--- config.mk ---
export PLATFORM = sky130hd
export DESIGN_NAME = quar_lock_ctrl_flat
export DESIGN_NICKNAME = d
export VERILOG_FILES = /design/src/rtl/quar_lock_ctrl_pkg.sv /design/src/rtl/quar_lock_ctrl_if.sv /design/src/rtl/quar_lock_ctrl_tick_gen.sv /design/src/rtl/quar_lock_ctrl.sv /design/src/flat_wrapper.sv
export SDC_FILE = /design/constraint.sdc
export NUM_CORES = 1
export LEC_CHECK = 0
export ABC_AREA = 1
export CORE_MARGIN = 4
export CORE_UTILIZATION = 50
export CTS_BUF_LIST = sky130_fd_sc_hd__clkbuf_2
export DETAILED_ROUTE_END_ITERATION = 16
export PLACE_DENSITY = 0.76
export SYNTH_ARGS = -nofsm -noshare
export SYNTH_HDL_FRONTEND = slang
export SYNTH_SLANG_ARGS = --single-unit
--- constraint.sdc ---
create_clock -name CLOCK -period 2.3 [get_ports CLOCK]
set_input_delay 0.46 -clock CLOCK [delete_from_list [all_inputs] [get_ports CLOCK]]
set_output_delay 0.46 -clock CLOCK [all_outputs]
set_load 0.005 [all_outputs]
--- src/rtl/quar_lock_ctrl_pkg.sv ---
// Shared types and constants for the passcode/quarantine panel sequencer.
// Character geometry, FSM state enumeration and one-hot cursor positions.
package quar_pkg;

    localparam int CHAR_W = 4;
    localparam int NCHARS = 4;
    localparam int CODE_W = CHAR_W * NCHARS;

    typedef enum logic [2:0] {
        ST_IDLE    = 3'd0,
        ST_ENTRY   = 3'd1,
        ST_CHECK   = 3'd2,
        ST_GRANTED = 3'd3,
        ST_LOCKOUT = 3'd4
    } quar_state_e;

    localparam logic [NCHARS-1:0] PTR_AN0 = 4'b0001;
    localparam logic [NCHARS-1:0] PTR_AN1 = 4'b0010;
    localparam logic [NCHARS-1:0] PTR_AN2 = 4'b0100;
    localparam logic [NCHARS-1:0] PTR_AN3 = 4'b1000;

endpackage

--- src/rtl/quar_lock_ctrl_if.sv ---
// Panel bus: debounced button/level inputs and char values in, cursor/status out.
// The sequencer is the slave; whoever drives buttons and reads status is the master.
interface quar_lock_if;
    import quar_pkg::*;

    logic              LOA;
    logic              PULC;
    logic              PULL;
    logic              PULR;
    logic [CODE_W-1:0] char_in;
    logic [NCHARS-1:0] ptr;
    logic              entry_en;
    logic              clr_chars;
    logic              granted;
    logic              locked;
    logic [1:0]        tries_left;
    logic [15:0]       led;

    modport master (
        output LOA, PULC, PULL, PULR, char_in,
        input  ptr, entry_en, clr_chars, granted, locked, tries_left, led
    );

    modport slave (
        input  LOA, PULC, PULL, PULR, char_in,
        output ptr, entry_en, clr_chars, granted, locked, tries_left, led
    );

endinterface

--- src/rtl/quar_lock_ctrl_tick_gen.sv ---
// Lockout tick divider: counts enabled cycles and fires a 1-cycle tick on wrap.
// Held at zero whenever clr is high so every lockout starts a fresh period.
module quar_tick_gen #(
    parameter int TICK_DIV = 50000000
) (
    input  logic CLOCK,
    input  logic RESET,
    input  logic clr,
    input  logic en,
    output logic tick
);

    localparam int                CNT_W = (TICK_DIV > 2) ? $clog2(TICK_DIV) : 1;
    localparam logic [CNT_W-1:0] LAST  = CNT_W'(TICK_DIV - 1);

    logic [CNT_W-1:0] cnt_q;
    logic [CNT_W-1:0] cnt_d;

    assign tick  = en && !clr && (cnt_q == LAST);
    assign cnt_d = (cnt_q == LAST) ? '0 : cnt_q + 1'b1;

    always_ff @(posedge CLOCK) begin
        if (RESET || clr) begin
            cnt_q <= '0;
        end else if (en) begin
            cnt_q <= cnt_d;
        end
    end

endmodule

--- src/rtl/quar_lock_ctrl.sv ---
// Passcode panel sequencer: cursor, entry gating, code check, retry count and
// timed lockout with LED countdown bar. All outputs come straight from flops.
module quar_lock_ctrl
    import quar_pkg::*;
#(
    parameter logic [CODE_W-1:0] CODE       = 16'h1234,
    parameter int                MAX_TRIES  = 3,
    parameter int                LOCK_TICKS = 16,
    parameter int                TICK_DIV   = 50000000
) (
    input  logic      CLOCK,
    input  logic      RESET,
    quar_lock_if.slave bus
);

    localparam logic [2:0] S_IDLE    = ST_IDLE;
    localparam logic [2:0] S_ENTRY   = ST_ENTRY;
    localparam logic [2:0] S_CHECK   = ST_CHECK;
    localparam logic [2:0] S_GRANTED = ST_GRANTED;
    localparam logic [2:0] S_LOCKOUT = ST_LOCKOUT;

    localparam logic [1:0] TRIES_INIT = 2'(MAX_TRIES);
    localparam logic [4:0] REM_INIT   = 5'(LOCK_TICKS);

    logic [2:0]        state_q, state_d;
    logic [NCHARS-1:0] ptr_q, ptr_d;
    logic [1:0]        tries_q, tries_d;
    logic [4:0]        rem_q, rem_d;
    logic [15:0]       led_q, led_d;
    logic              entry_en_q, entry_en_d;
    logic              clr_q, clr_d;
    logic              granted_q, granted_d;
    logic              locked_q, locked_d;
    logic              tick;

    // Thermometer bar: one lit LED per remaining lockout tick.
    function automatic logic [15:0] bar(input logic [4:0] n);
        logic [15:0] r;
        for (int i = 0; i < 16; i++) begin
            r[i] = (5'(i) < n);
        end
        return r;
    endfunction

    quar_tick_gen #(
        .TICK_DIV(TICK_DIV)
    ) u_tick (
        .CLOCK(CLOCK),
        .RESET(RESET),
        .clr  (state_q != S_LOCKOUT),
        .en   (state_q == S_LOCKOUT),
        .tick (tick)
    );

    always_comb begin
        state_d    = state_q;
        ptr_d      = ptr_q;
        tries_d    = tries_q;
        rem_d      = rem_q;
        led_d      = led_q;
        entry_en_d = 1'b0;
        clr_d      = 1'b0;
        granted_d  = 1'b0;
        locked_d   = 1'b0;

        case (state_q)
            S_IDLE: begin
                ptr_d = PTR_AN0;
                if (bus.LOA) begin
                    state_d    = S_ENTRY;
                    entry_en_d = 1'b1;
                    clr_d      = 1'b1;
                end
            end
            S_ENTRY: begin
                if (!bus.LOA) begin
                    state_d = S_IDLE;
                    clr_d   = 1'b1;
                    ptr_d   = PTR_AN0;
                end else if (bus.PULC) begin
                    state_d = S_CHECK;
                end else begin
                    entry_en_d = 1'b1;
                    // Simultaneous left+right cancels; edges saturate.
                    if (bus.PULL && !bus.PULR && ptr_q != PTR_AN3) begin
                        ptr_d = ptr_q << 1;
                    end else if (bus.PULR && !bus.PULL && ptr_q != PTR_AN0) begin
                        ptr_d = ptr_q >> 1;
                    end
                end
            end
            S_CHECK: begin
                if (bus.char_in == CODE) begin
                    state_d   = S_GRANTED;
                    granted_d = 1'b1;
                    tries_d   = TRIES_INIT;
                end else if (tries_q > 2'd1) begin
                    state_d    = S_ENTRY;
                    tries_d    = tries_q - 2'd1;
                    entry_en_d = 1'b1;
                    clr_d      = 1'b1;
                    ptr_d      = PTR_AN0;
                end else begin
                    state_d  = S_LOCKOUT;
                    tries_d  = 2'd0;
                    locked_d = 1'b1;
                    rem_d    = REM_INIT;
                    led_d    = bar(REM_INIT);
                end
            end
            S_GRANTED: begin
                if (bus.LOA) begin
                    granted_d = 1'b1;
                end else begin
                    state_d = S_IDLE;
                    clr_d   = 1'b1;
                    ptr_d   = PTR_AN0;
                end
            end
            S_LOCKOUT: begin
                locked_d = 1'b1;
                if (tick) begin
                    rem_d = rem_q - 5'd1;
                    led_d = bar(rem_d);
                    if (rem_d == 5'd0) begin
                        locked_d   = 1'b0;
                        tries_d    = TRIES_INIT;
                        clr_d      = 1'b1;
                        ptr_d      = PTR_AN0;
                        state_d    = bus.LOA ? S_ENTRY : S_IDLE;
                        entry_en_d = bus.LOA;
                    end
                end
            end
            default: begin
                state_d = S_IDLE;
                ptr_d   = PTR_AN0;
            end
        endcase
    end

    always_ff @(posedge CLOCK) begin
        if (RESET) begin
            state_q    <= S_IDLE;
            ptr_q      <= PTR_AN0;
            tries_q    <= TRIES_INIT;
            rem_q      <= 5'd0;
            led_q      <= 16'h0000;
            entry_en_q <= 1'b0;
            clr_q      <= 1'b0;
            granted_q  <= 1'b0;
            locked_q   <= 1'b0;
        end else begin
            state_q    <= state_d;
            ptr_q      <= ptr_d;
            tries_q    <= tries_d;
            rem_q      <= rem_d;
            led_q      <= led_d;
            entry_en_q <= entry_en_d;
            clr_q      <= clr_d;
            granted_q  <= granted_d;
            locked_q   <= locked_d;
        end
    end

    assign bus.ptr        = ptr_q;
    assign bus.entry_en   = entry_en_q;
    assign bus.clr_chars  = clr_q;
    assign bus.granted    = granted_q;
    assign bus.locked     = locked_q;
    assign bus.tries_left = tries_q;
    assign bus.led        = led_q;

endmodule

--- src/flat_wrapper.sv ---
// flat-port wrapper written by rule: the top's interface ports become plain ports
module quar_lock_ctrl_flat import quar_pkg::*;
#(
    parameter logic [CODE_W-1:0] CODE       = 16'h1234,
    parameter int                MAX_TRIES  = 3,
    parameter int                LOCK_TICKS = 16,
    parameter int                TICK_DIV   = 50000000
)
  (CLOCK, RESET, bus_LOA, bus_PULC, bus_PULL, bus_PULR, bus_char_in, bus_ptr, bus_entry_en, bus_clr_chars, bus_granted, bus_locked, bus_tries_left, bus_led);
  quar_lock_if bus_i ();
  input  logic CLOCK;
  input  logic RESET;
  input wire logic [$bits(bus_i.LOA)-1:0] bus_LOA;
  input wire logic [$bits(bus_i.PULC)-1:0] bus_PULC;
  input wire logic [$bits(bus_i.PULL)-1:0] bus_PULL;
  input wire logic [$bits(bus_i.PULR)-1:0] bus_PULR;
  input wire logic [$bits(bus_i.char_in)-1:0] bus_char_in;
  output wire logic [$bits(bus_i.ptr)-1:0] bus_ptr;
  output wire logic [$bits(bus_i.entry_en)-1:0] bus_entry_en;
  output wire logic [$bits(bus_i.clr_chars)-1:0] bus_clr_chars;
  output wire logic [$bits(bus_i.granted)-1:0] bus_granted;
  output wire logic [$bits(bus_i.locked)-1:0] bus_locked;
  output wire logic [$bits(bus_i.tries_left)-1:0] bus_tries_left;
  output wire logic [$bits(bus_i.led)-1:0] bus_led;
  assign bus_i.LOA = bus_LOA;
  assign bus_i.PULC = bus_PULC;
  assign bus_i.PULL = bus_PULL;
  assign bus_i.PULR = bus_PULR;
  assign bus_i.char_in = bus_char_in;
  assign bus_ptr = bus_i.ptr;
  assign bus_entry_en = bus_i.entry_en;
  assign bus_clr_chars = bus_i.clr_chars;
  assign bus_granted = bus_i.granted;
  assign bus_locked = bus_i.locked;
  assign bus_tries_left = bus_i.tries_left;
  assign bus_led = bus_i.led;
  quar_lock_ctrl #(.CODE(CODE), .MAX_TRIES(MAX_TRIES), .LOCK_TICKS(LOCK_TICKS), .TICK_DIV(TICK_DIV)) u_core (.CLOCK(CLOCK), .RESET(RESET), .bus(bus_i));
endmodule
==> results of run 1 <==
[logic make-up (layout without fill, tap and decap cells)]
| group | after synthesis | count (layout) | synth area share [%] |
|---|---|---|---|
| AO/OA/AOI/OAI | 42 | 42 | 7.201 |
| XOR/XNOR | 11 | 11 | 2.965 |
| adder cells (fa/ha/maj) | 3 | 3 | 1.155 |
| buffers and inverters | 72 | 132 | 9.126 |
| flip-flops | 59 | 59 | 36.35 |
| AND/OR/NAND/NOR | 312 | 312 | 43.20 |
[per-stage QoR]
stage          cell area [um2]  utilization (%)  worst slack [ns]  hold slack, ns
2_1_floorplan             3249                -            0.6757          0.4176
3_3_place_gp              3809            60.32            0.1700          0.4260
3_5_place_dp              3809            60.32            0.1165          0.4432
4_1_cts                   3913            61.97            0.2460          0.4665
5_1_grt                   3914            61.99           0.02453          0.5025
6_report                  3914            61.99            0.2615          0.4632
[layer usage]
metal | wire length [um] | up-vias | global-route usage (%)
li1 | - | 1713 | -
met1 | 3382 | 1436 | 26.34
met2 | 3422 | 95 | 34.33
met3 | 443 | 16 | 3.259
met4 | 176 | 0 | 9.615
met5 | 0 | - | 0
[worst max-delay path, stage by stage, from the launching register on]
cell and delay, ns:
dfxtp_1 0.38, ha_1 0.17, nand2_1 0.13, nor2_2 0.18, nand2_1 0.08, nor2_1 0.10, nand2_1 0.13, nand2_4 0.21
nand3_4 0.25, nand2_1 0.12, inv_1 0.07, nand2_1 0.07, nand2_1 0.05
[layout make-up]
class	count	area (um2)
Multi-Input combinational cell	368	1772
Tap cell	77	96.34
Clock inverter	7	58.81
Clock buffer	9	45.04
Fill cell	610	2400
Sequential cell	59	1182
Inverter	61	229.0
Timing Repair Buffer	55	530.5
[Yosys cell counts (2+ instances only)]
| master | n | area (um2) |
|---|---|---|
| a21oi_1 | 22 | 110.1 |
| nand3_1 | 37 | 185.2 |
| inv_2 | 3 | 11.26 |
| nand2_4 | 2 | 22.52 |
| nand2_1 | 131 | 491.7 |
| o211ai_1 | 3 | 22.52 |
| xor2_1 | 11 | 96.34 |
| o21ai_0 | 10 | 50.05 |
| nor2_2 | 3 | 18.77 |
| nor2_1 | 93 | 349.1 |
| nand2_2 | 3 | 18.77 |
| nor3_4 | 3 | 48.80 |
| ha_1 | 3 | 37.54 |
| nor3_1 | 12 | 60.06 |
| a31oi_1 | 3 | 18.77 |
| buf_4 | 4 | 30.03 |
| clkbuf_1 | 3 | 11.26 |
| buf_2 | 3 | 15.01 |
| dfxtp_1 | 59 | 1181 |
| inv_1 | 58 | 217.7 |
| nand4_1 | 18 | 112.6 |
[worst paths after layout]
check | to | slack (ns) | start | cells past startpoint
min reg2reg | u_core.bus.led[9] | 0.46 | u_core.bus.led[9] | 2
max | u_core.rem_q[3] | 0.26 | u_core.u_tick.cnt_q[0] | 12
max reg2reg | u_core.rem_q[3] | 0.26 | u_core.u_tick.cnt_q[0] | 12
min | u_core.bus.led[9] | 0.46 | u_core.bus.led[9] | 2
[timing repair]
action	CTS	global route
gates resized for setup	0	1
hold endpoints to repair	0	0
endpoints found under the setup margin	0	3
hold buffers	0	0
[power by group through the flow]
| stage | logic (uW) | registers [uW] | clock network [uW] |
|---|---|---|---|
| after floorplan | 200 | 1120 | 0 |
| after global placement | 342 | 1120 | 0 |
| after detailed placement | 348 | 1120 | 0 |
| after CTS | 351 | 1100 | 653 |
| after global routing | 400 | 1110 | 694 |
| final | 351 | 1100 | 636 |
[flip-flops by register name, summed over array words and instances (netlist names)]
name,count
u_core.bus.entry_en,1
u_core.rem_q,4
u_core.state_q,3
u_core.u_tick.cnt_q,26
u_core.bus.ptr,4
u_core.bus.led,16
u_core.bus.tries_left,2
u_core.bus.locked,1
u_core.bus.granted,1
u_core.bus.clr_chars,1
==> impl_metrics.env, run 1 <==
export IMPL_critPathLaunchType="register"
export IMPL_vias=3260
export IMPL_switching_power_uw=611.9
export IMPL_syn_area_um2=3249
export IMPL_yosysSeqAreaShare_pct=36.35
export IMPL_final_common_cell="nand2_1"
export IMPL_ir_worst_vdd_mv=0.3933
export IMPL_placementRows=29
export IMPL_cts_sinks=59
export IMPL_syn_num_nets=524
export IMPL_drtIter0Drc=189
export IMPL_fmax_mhz=490.6
export IMPL_port_buffers=47
export IMPL_endpoint_kind="register"
export IMPL_antenna_found_initial=0
export IMPL_fin_crit_sh_pct=88.63
export IMPL_start_util_pct=51.47
export IMPL_drv_slew=0
export IMPL_hold_path_class="register to register"
export IMPL_fin_cells=636
export IMPL_required_ns=2.71
export IMPL_power_frac_clock_pct=30.5
export IMPL_routed_wl_mm=7.425
export IMPL_layout_common_cells="131 x nand2_1, 93 x nor2_1, 58 x inv_1, 58 x dfxtp_1, 47 x clkdlybuf4s50_1"
export IMPL_comb_power_share_pct=16.8
export IMPL_clk_pin_slew_ns=0.16
export IMPL_pwr_share_seq_pct=52.7
export IMPL_num_io_pins=48
export IMPL_synthArstFlopShare_pct=0
export IMPL_synth_edff_count=0
export IMPL_synth_seq_cells=59
export IMPL_grt_overflow=0
export IMPL_fin_worst_skew_ns=0.01832
export IMPL_yosysWarnings=0
export IMPL_total_power_uw=2086
export IMPL_postSynthCellCount=499
export IMPL_gp_congestion=0.9251
export IMPL_synth_cell_types=36
export IMPL_area_growth_pct=20.45
export IMPL_tightest_slew_ns=0.4356
export IMPL_min_period_ns=2.039
export IMPL_grt_pass1_wl_mm=13.08
export IMPL_ys_flop_type="dfxtp_1"
export IMPL_post_cts_buffers=0
export IMPL_dp_cells=620
export IMPL_dieWidth_um=88.62
export IMPL_grt_max_degree=25
export IMPL_cap_violations=0
export IMPL_fin_nets=579
export IMPL_post_drt_via_cell_ratio=5.126
export IMPL_route_detailed_drc=0
export IMPL_crit_type="register to register"
export IMPL_fin_tns_setup_ns=0
export IMPL_wire_per_inst_um=11.67
export IMPL_ant_nets=0
export IMPL_grt_pass1_vias=3078
export IMPL_cts_max_level=3
export IMPL_rsz0062_at_grt="false"
export IMPL_tritoncts="yes"
export IMPL_switching_share_pct=29.33
export IMPL_diodes=0
export IMPL_power_leakage_uw=0.001659
export IMPL_cp_max_fo=24
export IMPL_drive_gt1_share_pct=7.692
export IMPL_p_per_area_nw_per_um2=533.0
export IMPL_internal_power_uw=1474
export IMPL_cts_buffers_inserted=9
export IMPL_die_area_um2=7853
export IMPL_setup_viol=0
export IMPL_die_h_um=88.62
export IMPL_finalHoldViolCount=0
export IMPL_cp_arrival_ns=2.45
export IMPL_relSlewSlack_pct=70.72
export IMPL_firstDrtPassIters=5
export IMPL_grtUsageTotal_pct=20.69
export IMPL_syn_avg_cell_area_um2=6.512
export IMPL_status="finished clean"
export IMPL_clk_path_buf_depth=2
export IMPL_root_buffer="clkbuf_2"
export IMPL_insertion_delay_ns=0.50
export IMPL_hpwl_mm=5.597
export IMPL_core_area_um2=6314
Power figures use the tool's default switching activity.
==> inputs of run 2 (changes only) <==
--- a/config.mk
+++ b/config.mk
@@ -9,6 +9,7 @@
 export CORE_MARGIN = 4
 export CORE_UTILIZATION = 50
 export CTS_BUF_LIST = sky130_fd_sc_hd__clkbuf_2
+export CTS_CLUSTER_DIAMETER = 200
 export DETAILED_ROUTE_END_ITERATION = 16
 export PLACE_DENSITY = 0.76
 export SYNTH_ARGS = -nofsm -noshare
==> results of run 2 <==
Same layout as run 1: the final DEF is identical, and so are final timing and power.
